$ cat config.mk
export PLATFORM = sky130hd
export DESIGN_NAME = fpu_op_scheduler
export DESIGN_NICKNAME = d
export VERILOG_FILES = /design/src/rtl/fpu_sched_pkg.sv /design/src/rtl/fpu_cmd_fifo.sv /design/src/rtl/fpu_op_scheduler.sv
export SDC_FILE = /design/constraint.sdc
export NUM_CORES = 1
export LEC_CHECK = 0
export BUFFER_PORTS_ARGS = -buffer_cell sky130_fd_sc_hd__clkbuf_2
export CAP_MARGIN = 20
export CORE_MARGIN = 2
export CORE_UTILIZATION = 61
export CTS_BUF_LIST = sky130_fd_sc_hd__clkbuf_8
export DETAILED_ROUTE_END_ITERATION = 16
export MAX_ROUTING_LAYER = met4
export PLACE_DENSITY = 0.84
export SYNTH_ARGS = -nofsm -noshare
export SYNTH_HDL_FRONTEND = slang
export SYNTH_HIERARCHICAL = 1
export SYNTH_SLANG_ARGS = --single-unit
export TNS_END_PERCENT = 50
$ cat constraint.sdc
create_clock -name clk -period 8.71 [get_ports clk]
set_input_delay 1.3065 -clock clk [delete_from_list [all_inputs] [get_ports clk]]
set_output_delay 1.3065 -clock clk [all_outputs]
set_load 0.005 [all_outputs]
$ cat src/rtl/fpu_sched_pkg.sv
// Shared types for the FPU command scheduler: unit codes, FSM states,
// the buffered command record and the legality check applied at issue.
package fpu_sched_pkg;

    localparam logic [3:0] UNIT_FCLASS = 4'd0;
    localparam logic [3:0] UNIT_SINJ   = 4'd1;
    localparam logic [3:0] UNIT_CMP    = 4'd2;
    localparam logic [3:0] UNIT_MINMAX = 4'd3;
    localparam logic [3:0] UNIT_I2F    = 4'd4;
    localparam logic [3:0] UNIT_F2I    = 4'd5;
    localparam logic [3:0] UNIT_ADDSUB = 4'd6;
    localparam logic [3:0] UNIT_MUL    = 4'd7;
    localparam logic [3:0] UNIT_FMA    = 4'd8;
    localparam logic [3:0] UNIT_DIV    = 4'd9;
    localparam logic [3:0] UNIT_SQRT   = 4'd10;

    typedef enum logic [1:0] {IDLE, ISSUE, WAIT_MC, RESP} state_t;

    typedef struct packed {
        logic [3:0]  unit;
        logic [1:0]  op;
        logic [2:0]  frm;
        logic [31:0] a;
        logic [31:0] b;
        logic [31:0] c;
    } cmd_t;

    localparam int CMD_W = $bits(cmd_t);

    // sign-inject and compare have only three sub-ops; op 3 is undefined for them
    function automatic logic is_illegal(input logic [3:0] unit, input logic [1:0] op);
        return (unit > UNIT_SQRT) ||
               (((unit == UNIT_SINJ) || (unit == UNIT_CMP)) && (op == 2'd3));
    endfunction

endpackage

$ cat src/rtl/fpu_cmd_fifo.sv
// Command FIFO with registered pointers; the extra pointer MSB tells full from empty.
module fpu_cmd_fifo #(
    parameter int DEPTH = 4,
    parameter int WIDTH = 103
) (
    input  logic             clk,
    input  logic             rst,
    input  logic             push,
    input  logic [WIDTH-1:0] push_data,
    input  logic             pop,
    output logic [WIDTH-1:0] pop_data,
    output logic             full,
    output logic             empty
);

    localparam int AW = $clog2(DEPTH);

    logic [WIDTH-1:0] mem [DEPTH];
    logic [AW:0]      wr_ptr;
    logic [AW:0]      rd_ptr;
    logic             do_push;
    logic             do_pop;

    assign empty    = (wr_ptr == rd_ptr);
    assign full     = (wr_ptr[AW] != rd_ptr[AW]) && (wr_ptr[AW-1:0] == rd_ptr[AW-1:0]);
    assign do_push  = push && !full;
    assign do_pop   = pop && !empty;
    assign pop_data = mem[rd_ptr[AW-1:0]];

    always_ff @(posedge clk or posedge rst) begin
        if (rst) begin
            wr_ptr <= '0;
            rd_ptr <= '0;
        end else begin
            if (do_push) wr_ptr <= wr_ptr + (AW+1)'(1);
            if (do_pop)  rd_ptr <= rd_ptr + (AW+1)'(1);
        end
    end

    always_ff @(posedge clk) begin
        if (do_push) mem[wr_ptr[AW-1:0]] <= push_data;
    end

endmodule

$ cat src/rtl/fpu_op_scheduler.sv
// Issues buffered FPU commands one at a time, waits for single-cycle or
// iterative completion and returns the result over a valid/ready port.
module fpu_op_scheduler
    import fpu_sched_pkg::*;
#(
    parameter int DEPTH     = 4,
    parameter int TIMEOUT   = 64,
    parameter int NUM_UNITS = 11
) (
    input  logic                 clk,
    input  logic                 rst,
    input  logic                 cmd_valid,
    output logic                 cmd_ready,
    input  logic [3:0]           cmd_unit,
    input  logic [1:0]           cmd_op,
    input  logic [2:0]           cmd_frm,
    input  logic [31:0]          cmd_a,
    input  logic [31:0]          cmd_b,
    input  logic [31:0]          cmd_c,
    output logic [NUM_UNITS-1:0] fpu_valid_in,
    output logic [1:0]           fpu_op,
    output logic [2:0]           fpu_frm,
    output logic [31:0]          fpu_a,
    output logic [31:0]          fpu_b,
    output logic [31:0]          fpu_c,
    input  logic [31:0]          fpu_result,
    input  logic [4:0]           fpu_exc,
    input  logic                 fpu_div_done,
    input  logic                 fpu_sqrt_done,
    output logic                 res_valid,
    input  logic                 res_ready,
    output logic [31:0]          res_data,
    output logic [4:0]           res_exc,
    output logic                 res_illegal,
    output logic                 res_timeout,
    output logic [4:0]           fflags,
    input  logic                 fflags_clr,
    output logic                 busy
);

    localparam int              CNT_W    = $clog2(TIMEOUT + 1);
    localparam logic [CNT_W-1:0] CNT_LAST = CNT_W'(TIMEOUT - 1);

    state_t           state;
    cmd_t             cur;
    cmd_t             fifo_in;
    cmd_t             fifo_out;
    logic             fifo_full;
    logic             fifo_empty;
    logic             fifo_pop;
    logic             cur_illegal;
    logic             mc_done;
    logic [CNT_W-1:0] cnt;

    assign fifo_in  = '{unit: cmd_unit, op: cmd_op, frm: cmd_frm, a: cmd_a, b: cmd_b, c: cmd_c};
    assign fifo_pop = (state == IDLE) && !fifo_empty;

    fpu_cmd_fifo #(
        .DEPTH (DEPTH),
        .WIDTH (CMD_W)
    ) u_fifo (
        .clk       (clk),
        .rst       (rst),
        .push      (cmd_valid),
        .push_data (fifo_in),
        .pop       (fifo_pop),
        .pop_data  (fifo_out),
        .full      (fifo_full),
        .empty     (fifo_empty)
    );

    assign cmd_ready   = !fifo_full;
    assign busy        = !fifo_empty || (state != IDLE);
    assign cur_illegal = is_illegal(cur.unit, cur.op);
    assign mc_done     = (cur.unit == UNIT_DIV) ? fpu_div_done : fpu_sqrt_done;

    assign fpu_op  = cur.op;
    assign fpu_frm = cur.frm;
    assign fpu_a   = cur.a;
    assign fpu_b   = cur.b;
    assign fpu_c   = cur.c;

    // Enables are decoded from state so they fall the instant reset asserts.
    always_comb begin
        fpu_valid_in = '0;
        if (!rst && (state == ISSUE) && !cur_illegal)
            fpu_valid_in[cur.unit] = 1'b1;
    end

    always_ff @(posedge clk or posedge rst) begin
        if (rst) begin
            state       <= IDLE;
            cur         <= '0;
            cnt         <= '0;
            res_valid   <= 1'b0;
            res_data    <= '0;
            res_exc     <= '0;
            res_illegal <= 1'b0;
            res_timeout <= 1'b0;
        end else begin
            case (state)
                IDLE: begin
                    if (!fifo_empty) begin
                        cur         <= fifo_out;
                        res_illegal <= 1'b0;
                        res_timeout <= 1'b0;
                        state       <= ISSUE;
                    end
                end
                ISSUE: begin
                    if (cur_illegal) begin
                        res_data    <= '0;
                        res_exc     <= '0;
                        res_illegal <= 1'b1;
                        res_valid   <= 1'b1;
                        state       <= RESP;
                    end else if ((cur.unit == UNIT_DIV) || (cur.unit == UNIT_SQRT)) begin
                        cnt   <= '0;
                        state <= WAIT_MC;
                    end else begin
                        res_data  <= fpu_result;
                        res_exc   <= fpu_exc;
                        res_valid <= 1'b1;
                        state     <= RESP;
                    end
                end
                WAIT_MC: begin
                    // a done arriving on the final count still wins over the timeout
                    if (mc_done) begin
                        res_data  <= fpu_result;
                        res_exc   <= fpu_exc;
                        res_valid <= 1'b1;
                        state     <= RESP;
                    end else if (cnt == CNT_LAST) begin
                        res_data    <= '0;
                        res_exc     <= '0;
                        res_timeout <= 1'b1;
                        res_valid   <= 1'b1;
                        state       <= RESP;
                    end else begin
                        cnt <= cnt + CNT_W'(1);
                    end
                end
                RESP: begin
                    if (res_ready) begin
                        res_valid <= 1'b0;
                        state     <= IDLE;
                    end
                end
                default: state <= IDLE;
            endcase
        end
    end

    // An exception delivered in the same cycle as a clear is kept.
    always_ff @(posedge clk or posedge rst) begin
        if (rst)
            fflags <= '0;
        else
            fflags <= (fflags_clr ? 5'd0 : fflags) | ((res_valid && res_ready) ? res_exc : 5'd0);
    end

endmodule

# ---- Word-level counts from Yosys, hierarchy flattened
# Memories as Yosys holds them, arrays and structs flattened. A register that Yosys moved wholly into a read port is not among the register bits.
# Index checks and enable logic that the tools add are counted.
dict set report word_totals {
  memories 1
  out_inout_bits 159
  regBits 60
  inputBits 149
  ramBits 420
}
dict set report classes {
  n_reduce_logical 30
  add_sub_neg 3
  order_cmp 3
  bitwise_logic 2
  eq_ne 22
  muxes 41
}
# memory depth width rd rd_ports_with_merged_regs write_ports line
set memory_table {}
lappend memory_table {u_fifo.mem 4 105 1 1 1 fpu_cmd_fifo.sv:18} ;# logic [WIDTH-1:0] mem [DEPTH];
# operator n
set ops {}
lappend ops {{32-bit two-way mux} 4}
lappend ops {{32-bit case mux with 2 select lines} 1}
lappend ops {{5-bit two-way mux} 6}
lappend ops {{7-bit two-way mux} 4}
lappend ops {{1-bit two-way mux} 14}
lappend ops {{2-bit != test (second input constant)} 7}
lappend ops {{7-bit case mux with 2 select lines} 1}
lappend ops {{11-bit two-way mux} 1}
lappend ops {{5-bit case mux with 2 select lines} 1}
lappend ops {{1-bit logical AND} 9}
lappend ops {{3-bit AND reduction} 3}
lappend ops {{4-bit == test (second input constant)} 2}
lappend ops {{2-bit two-way mux} 4}
lappend ops {{2-bit case mux with 4 select lines} 1}
lappend ops {{4-bit AND reduction} 2}
lappend ops {{2-bit nonzero test} 4}
lappend ops {{7-bit by 1-bit adder with 7-bit output (second input constant)} 1}
lappend ops {{7-bit by 6-bit == test with 1-bit output (second input constant)} 1}
lappend ops {{3-bit by 1-bit adder with 3-bit output (second input constant)} 2}
lappend ops {{2-bit == test (second input constant)} 3}
lappend ops {{3-bit != test (second input constant)} 2}
lappend ops {{4-bit by 5-bit less-than comparator with 1-bit output (second input constant)} 1}
lappend ops {{5-bit bitwise OR} 1}
lappend ops {{5-bit AND reduction} 1}
lappend ops {{other kinds (18)} 25}

# ---- Depth between registers and ports, before layout
dict set report depth {
  word_depth 7
  ltp_mapped 10
  depth_no_buf 7
}

# ---- Hierarchy
# Netlist, hierarchy kept.
# module n_inst area_per_inst_um2 cells_each
set modules_own_cells {}
lappend modules_own_cells {fpu_cmd_fifo 1 15622.5 598}
lappend modules_own_cells {fpu_op_scheduler 1 7115.6 765}

# ---- Least setup slack after synthesis
# No wires, ideal clock.
dict set report synth_timing {
  path_type {input-to-reg}
  start {input port cmd_valid}
  end {memory u_fifo/mem[3][0] in the netlist's numbering (enable)}
  required_ns 8.198
  path_buffers 0
  path_stages 2
  setup_slack_ns 3.651
  arrival_ns 4.546
  path_cell_list {nand2_1 > a31oi_2}
}
dict set report synth_via {
  elab_chain_len 3
}
# item line
set synth_rtl {}
lappend synth_rtl {{from (decl)} fpu_op_scheduler.sv:12} ;# input logic cmd_valid,
lappend synth_rtl {{1-bit logical AND} fpu_cmd_fifo.sv:26} ;# assign do_push = push && !full;
lappend synth_rtl {{1-bit two-way mux} fpu_cmd_fifo.sv:41} ;# if (do_push) mem[wr_ptr[AW-1:0]] <= push_data;
lappend synth_rtl {{1-bit two-way mux (not written as such)} fpu_cmd_fifo.sv:41}
lappend synth_rtl {{to (decl)} fpu_cmd_fifo.sv:18}
# Every way passes these cells.

# ---- Worst setup path in the final report
dict set report layout_timing {
  start {register u_fifo.rd_ptr[1]}
  end {output port busy}
}
dict set report layout_via {
  elab_chain_len 3
}
# item line
set layout_rtl {}
lappend layout_rtl {{from (decl)} fpu_cmd_fifo.sv:20} ;# logic [AW:0] rd_ptr;
lappend layout_rtl {{from (signal assigned)} fpu_cmd_fifo.sv:36} ;# if (do_pop) rd_ptr <= rd_ptr + (AW+1)'(1);
lappend layout_rtl {{3-bit == test} fpu_cmd_fifo.sv:24} ;# assign empty = (wr_ptr == rd_ptr);
lappend layout_rtl {{net fifo_empty} fpu_op_scheduler.sv:49} ;# logic fifo_empty;
lappend layout_rtl {{1-bit zero test} fpu_op_scheduler.sv:73} ;# assign busy = !fifo_empty || (state != IDLE);
lappend layout_rtl {{1-bit logical OR} fpu_op_scheduler.sv:73}
lappend layout_rtl {{to (decl)} fpu_op_scheduler.sv:38} ;# output logic busy
# The timed path passes the listed nets, and every way through them passes these cells.

==> results.md <==
* Final net count at 1,776
* Setup tns final at 0 ns
* F_max at 209.8 MHz
* Post-Syn Area at 22,740 sq um
* Pwr Total at 8998 uW
* RSZ-0062 raised after global routing: no
* Worst-path maximum fanout at 68
* Tmin final at 4.767 ns
* Vias in the first global route at 12,620
* Critical path launch point type: flip-flop
* Setup Skew at 0.03819 ns
* Largest family of logic cells by synthesized area: multiplexers
* Area Overhead vs Synth at 12.77%
* CP Data Required Time at 7.40 ns
* Mapped Nets at 1,522
* Global-route wire length before repair at 70,140 um
* Hold_sp: fpu_a[18]$_DFFE_PP0P_
* Crit-path cells: buf_4 > xor2_1 > nor3_1 > nand2_1 > clkbuf_2
* Type of the worst min-delay path: flip-flop to flip-flop
* Crit end category: output pin
* Pwr dens at 350.9 nW/um^2
* Top FF cell, synth: edfxtp_1
* Core Footprint at 36,700 sq um
* Final Setup Violations at 0
* Yosys reg bits at 585
* CTS Sinks at 585
* Antenna viol nets, final at 0
* Reg2Reg Depth at 7
* Layout cells sized above 1 at 32.84%
* Post-synth EDFFs at 420
* Drc violations at 0
* Max cap viols at 0
* Starting Density at 61.96%
* HPWL after DPL at 27,780 um
* Clk slew on worst S/H paths at 0.06 ns
* Pin count of the biggest net entering global routing at 114
* Met3 usage at 7.103%
* Asr flop ratio synth at 28.21%
* Reg-to-Reg End: cur[104]$_DFFE_PP0P_
* Outcome: finished, final reports clean
* Yosys cell types at 50
* # rows at 70
* Critical R2R Launch: u_fifo/rd_ptr[1]$_DFFE_PP0P_
* GRT Max-Usage Layer: met2
* GR Util All Layers at 24.94%
* Final slew viol count at 0
* Worst hold stages at 2
* Pre-antenna DRT Iters at 5
* Clk buf depth at 3
* Final Hold Violating Endpoints at 0
* CTS tree: built
* Post-CTS setup buffers at 0
* CTS Buf Count at 90
* Post-Synth Simple-Gate Area at 6.906%
* Post-synthesis compound-gate area fraction at 2.652%
* Worst Hold End: fpu_a[18]$_DFFE_PP0P_
* Die H at 197.1 um
* Root buf cell: clkbuf_8
* Core Util, Final at 69.87%
* Tcrit/Tclk final at 54.73%
* Post-cts sizing count at 0
* Via count at 12,220
* Arr. time, crit path at 3.46 ns
* Synth Area in XOR/XNOR at 0.4897%
* Met1 Usage GRT at 32.04%
* Headroom to the max-slew limit at 32.48%
* Via density at 5.626
* Post-CTS Hold Buffers at 0
* DR WL/cell at 21.24 um
* Worst-Margin Slew at 1.013 ns
* Number of I/O port buffers at 307
* Warnings from Yosys at 6
* Top Ports at 308
* Slowest stage delay, CP at 1.09 ns
* Fin area at 25,640 sq um
* Sequential area share after synthesis at 73.63%
* CTS H-tree depth at 3
* Post-Syn Area per Cell at 16.68 sq um
* Final WL at 46,140 um
* Register area at 16,750 sq um
* Crit-path slowest cell: dfrtp_4
* Setup CP Type: flip-flop to output pin
* GPL Wtd Cong at 0.7958
* Post-synthesis mux area share at 10.64%
* Fill cell count at 2,319
* Die area at 38,840 sq um
* VDD IR max at 192.8 uV
* Leakage at 0.01037 uW
* Synth Area in Adders at 0.5503%
* Area taken by multi-input logic gates at 4860 sq um
* Clock Latency Late Sink at 0.65 ns
* Post-Syn Instances at 1,363
* Die Wd at 197.1 um
* Initial antenna violation count at 9
* Gr ovfl total at 0
* DR iter-0 viols at 734
* DP Area at 23,900 sq um
* Reg2reg setup slack at 4.30 ns
* Met2 Usage GRT at 38.84%
through the flow:
stage          setup slack (ns)  std cells  hold WS [ns]
2_1_floorplan             3.112       1363        0.4469
3_3_place_gp              4.407       1992        0.4579
3_5_place_dp              4.233       1992        0.4624
4_1_cts                   3.883       2160        0.4765
5_1_grt                   3.652       2170        0.4902
6_report                  3.943       2172        0.4704
cell usage after synthesis (2+ instances only):
master / number / share of area [%]
a21oi_1: 14 / 0.31
nand2_1: 330 / 5.4
and3_1: 4 / 0.11
a31oi_1: 2 / 0.055
inv_1: 19 / 0.31
nor2b_1: 2 / 0.055
o211ai_1: 3 / 0.099
nor3_1: 5 / 0.11
nand2b_1: 8 / 0.22
o31ai_1: 5 / 0.17
buf_6: 8 / 0.40
mux4_2: 105 / 10
edfxtp_1: 420 / 55
or2_2: 2 / 0.055
xnor2_1: 5 / 0.19
a211oi_1: 2 / 0.066
a22o_1: 37 / 1.4
buf_1: 5 / 0.083
dfrtp_1: 165 / 18
o21ai_0: 11 / 0.24
mux2i_1: 2 / 0.088
or4_1: 2 / 0.066
xor2_1: 4 / 0.15
or3_1: 2 / 0.055
ha_1: 10 / 0.55
buf_4: 110 / 3.6
nor2_1: 14 / 0.23
buf_2: 13 / 0.29
nand3_1: 12 / 0.26
o22ai_1: 2 / 0.055
clkbuf_1: 21 / 0.35
power by group:
group / internal, uW / total, uW / switching, uW
Clock: 1080 / 2090 / 1010
Sequential: 3830 / 4260 / 432
Combinational: 1150 / 2650 / 1500
Total: 6050 / 9000 / 2950
placed cells by master, fill, tap and decap left out, drive strengths merged, types with 2 or more instances in the layout:
cell type / netlist / layout
nor2b: 2 / 2
o22ai: 2 / 2
o211ai: 3 / 3
xnor2: 6 / 6
or2: 2 / 2
dfrtp: 165 / 165
or4: 2 / 2
a21oi: 14 / 14
xor2: 5 / 5
nand3: 13 / 13
diode: 0 / 11
inv: 20 / 64
clkinvlp: 0 / 5
o21ai: 11 / 11
nor2: 14 / 14
nand2b: 8 / 8
mux4: 105 / 105
a22o: 37 / 37
clkinv: 0 / 19
buf: 137 / 13
o31ai: 5 / 5
ha: 10 / 10
and3: 4 / 4
edfxtp: 420 / 420
or3: 2 / 2
nand2: 331 / 331
a211oi: 2 / 2
nor3: 5 / 5
a31oi: 3 / 3
mux2i: 3 / 3
clkbuf: 21 / 406
cell families after synthesis:
group | after synthesis
flip-flops | 585
adder cells (fa/ha/maj) | 10
AND/OR/NAND/NOR | 388
AO/OA/AOI/OAI | 82
buffers and inverters | 178
multiplexers | 109
XOR/XNOR | 11
worst max-delay path, delay by kind of cell (launching register included):
kind | cells | cell delay [ns]
and+or+nand+nor | 2 | 0.58
DFF | 1 | 1.09
xor gates and xnor gates | 1 | 0.24
buffers and inverters | 2 | 0.88
flip-flops by register name, indices dropped and copies added (netlist names):
| register | count |
|---|---|
| fpu_c | 32 |
| cur | 4 |
| res_data | 32 |
| fpu_frm | 3 |
| cnt | 7 |
| res_exc | 5 |
| res_valid | 1 |
| fpu_a | 32 |
| state | 2 |
| res_timeout | 1 |
| res_illegal | 1 |
| fpu_b | 32 |
| fpu_op | 2 |
| u_fifo/rd_ptr | 3 |
| u_fifo/mem | 420 |
| fflags | 5 |
| u_fifo/wr_ptr | 3 |
routing by layer:
metal	vias up	part of all wire (%)	routed length, um
met5	-	0	0
li1	5475	-	-
met2	526	49	22490
met3	68	8.7	4007
met4	0	2.3	1049
met1	6151	40	18590
final cells by class:
cell class	count	share of cell area (%)
diodes	11	0.1074
clock buffers	99	5.314
flip-flops and latches	585	65.32
clock inverters	69	1.249
inverters	20	0.3221
repair buffers	320	6.451
multi-input cells	600	18.95
well taps	468	2.284
how the worst max path moves through the flow:
stage | from | endpoint | slack [ns]
after floorplan | rst | cnt[0]$_DFFE_PP0P_ | 3.11
after global routing | u_fifo/rd_ptr[0]$_DFFE_PP0P_ | busy | 3.65
final | u_fifo/rd_ptr[1]$_DFFE_PP0P_ | busy | 3.94
after CTS | u_fifo/rd_ptr[1]$_DFFE_PP0P_ | busy | 3.88
after detailed placement | u_fifo/rd_ptr[0]$_DFFE_PP0P_ | cur[104]$_DFFE_PP0P_ | 4.23
after global placement | u_fifo/rd_ptr[1]$_DFFE_PP0P_ | cur[104]$_DFFE_PP0P_ | 4.41
Power figures use the tool's default switching activity.
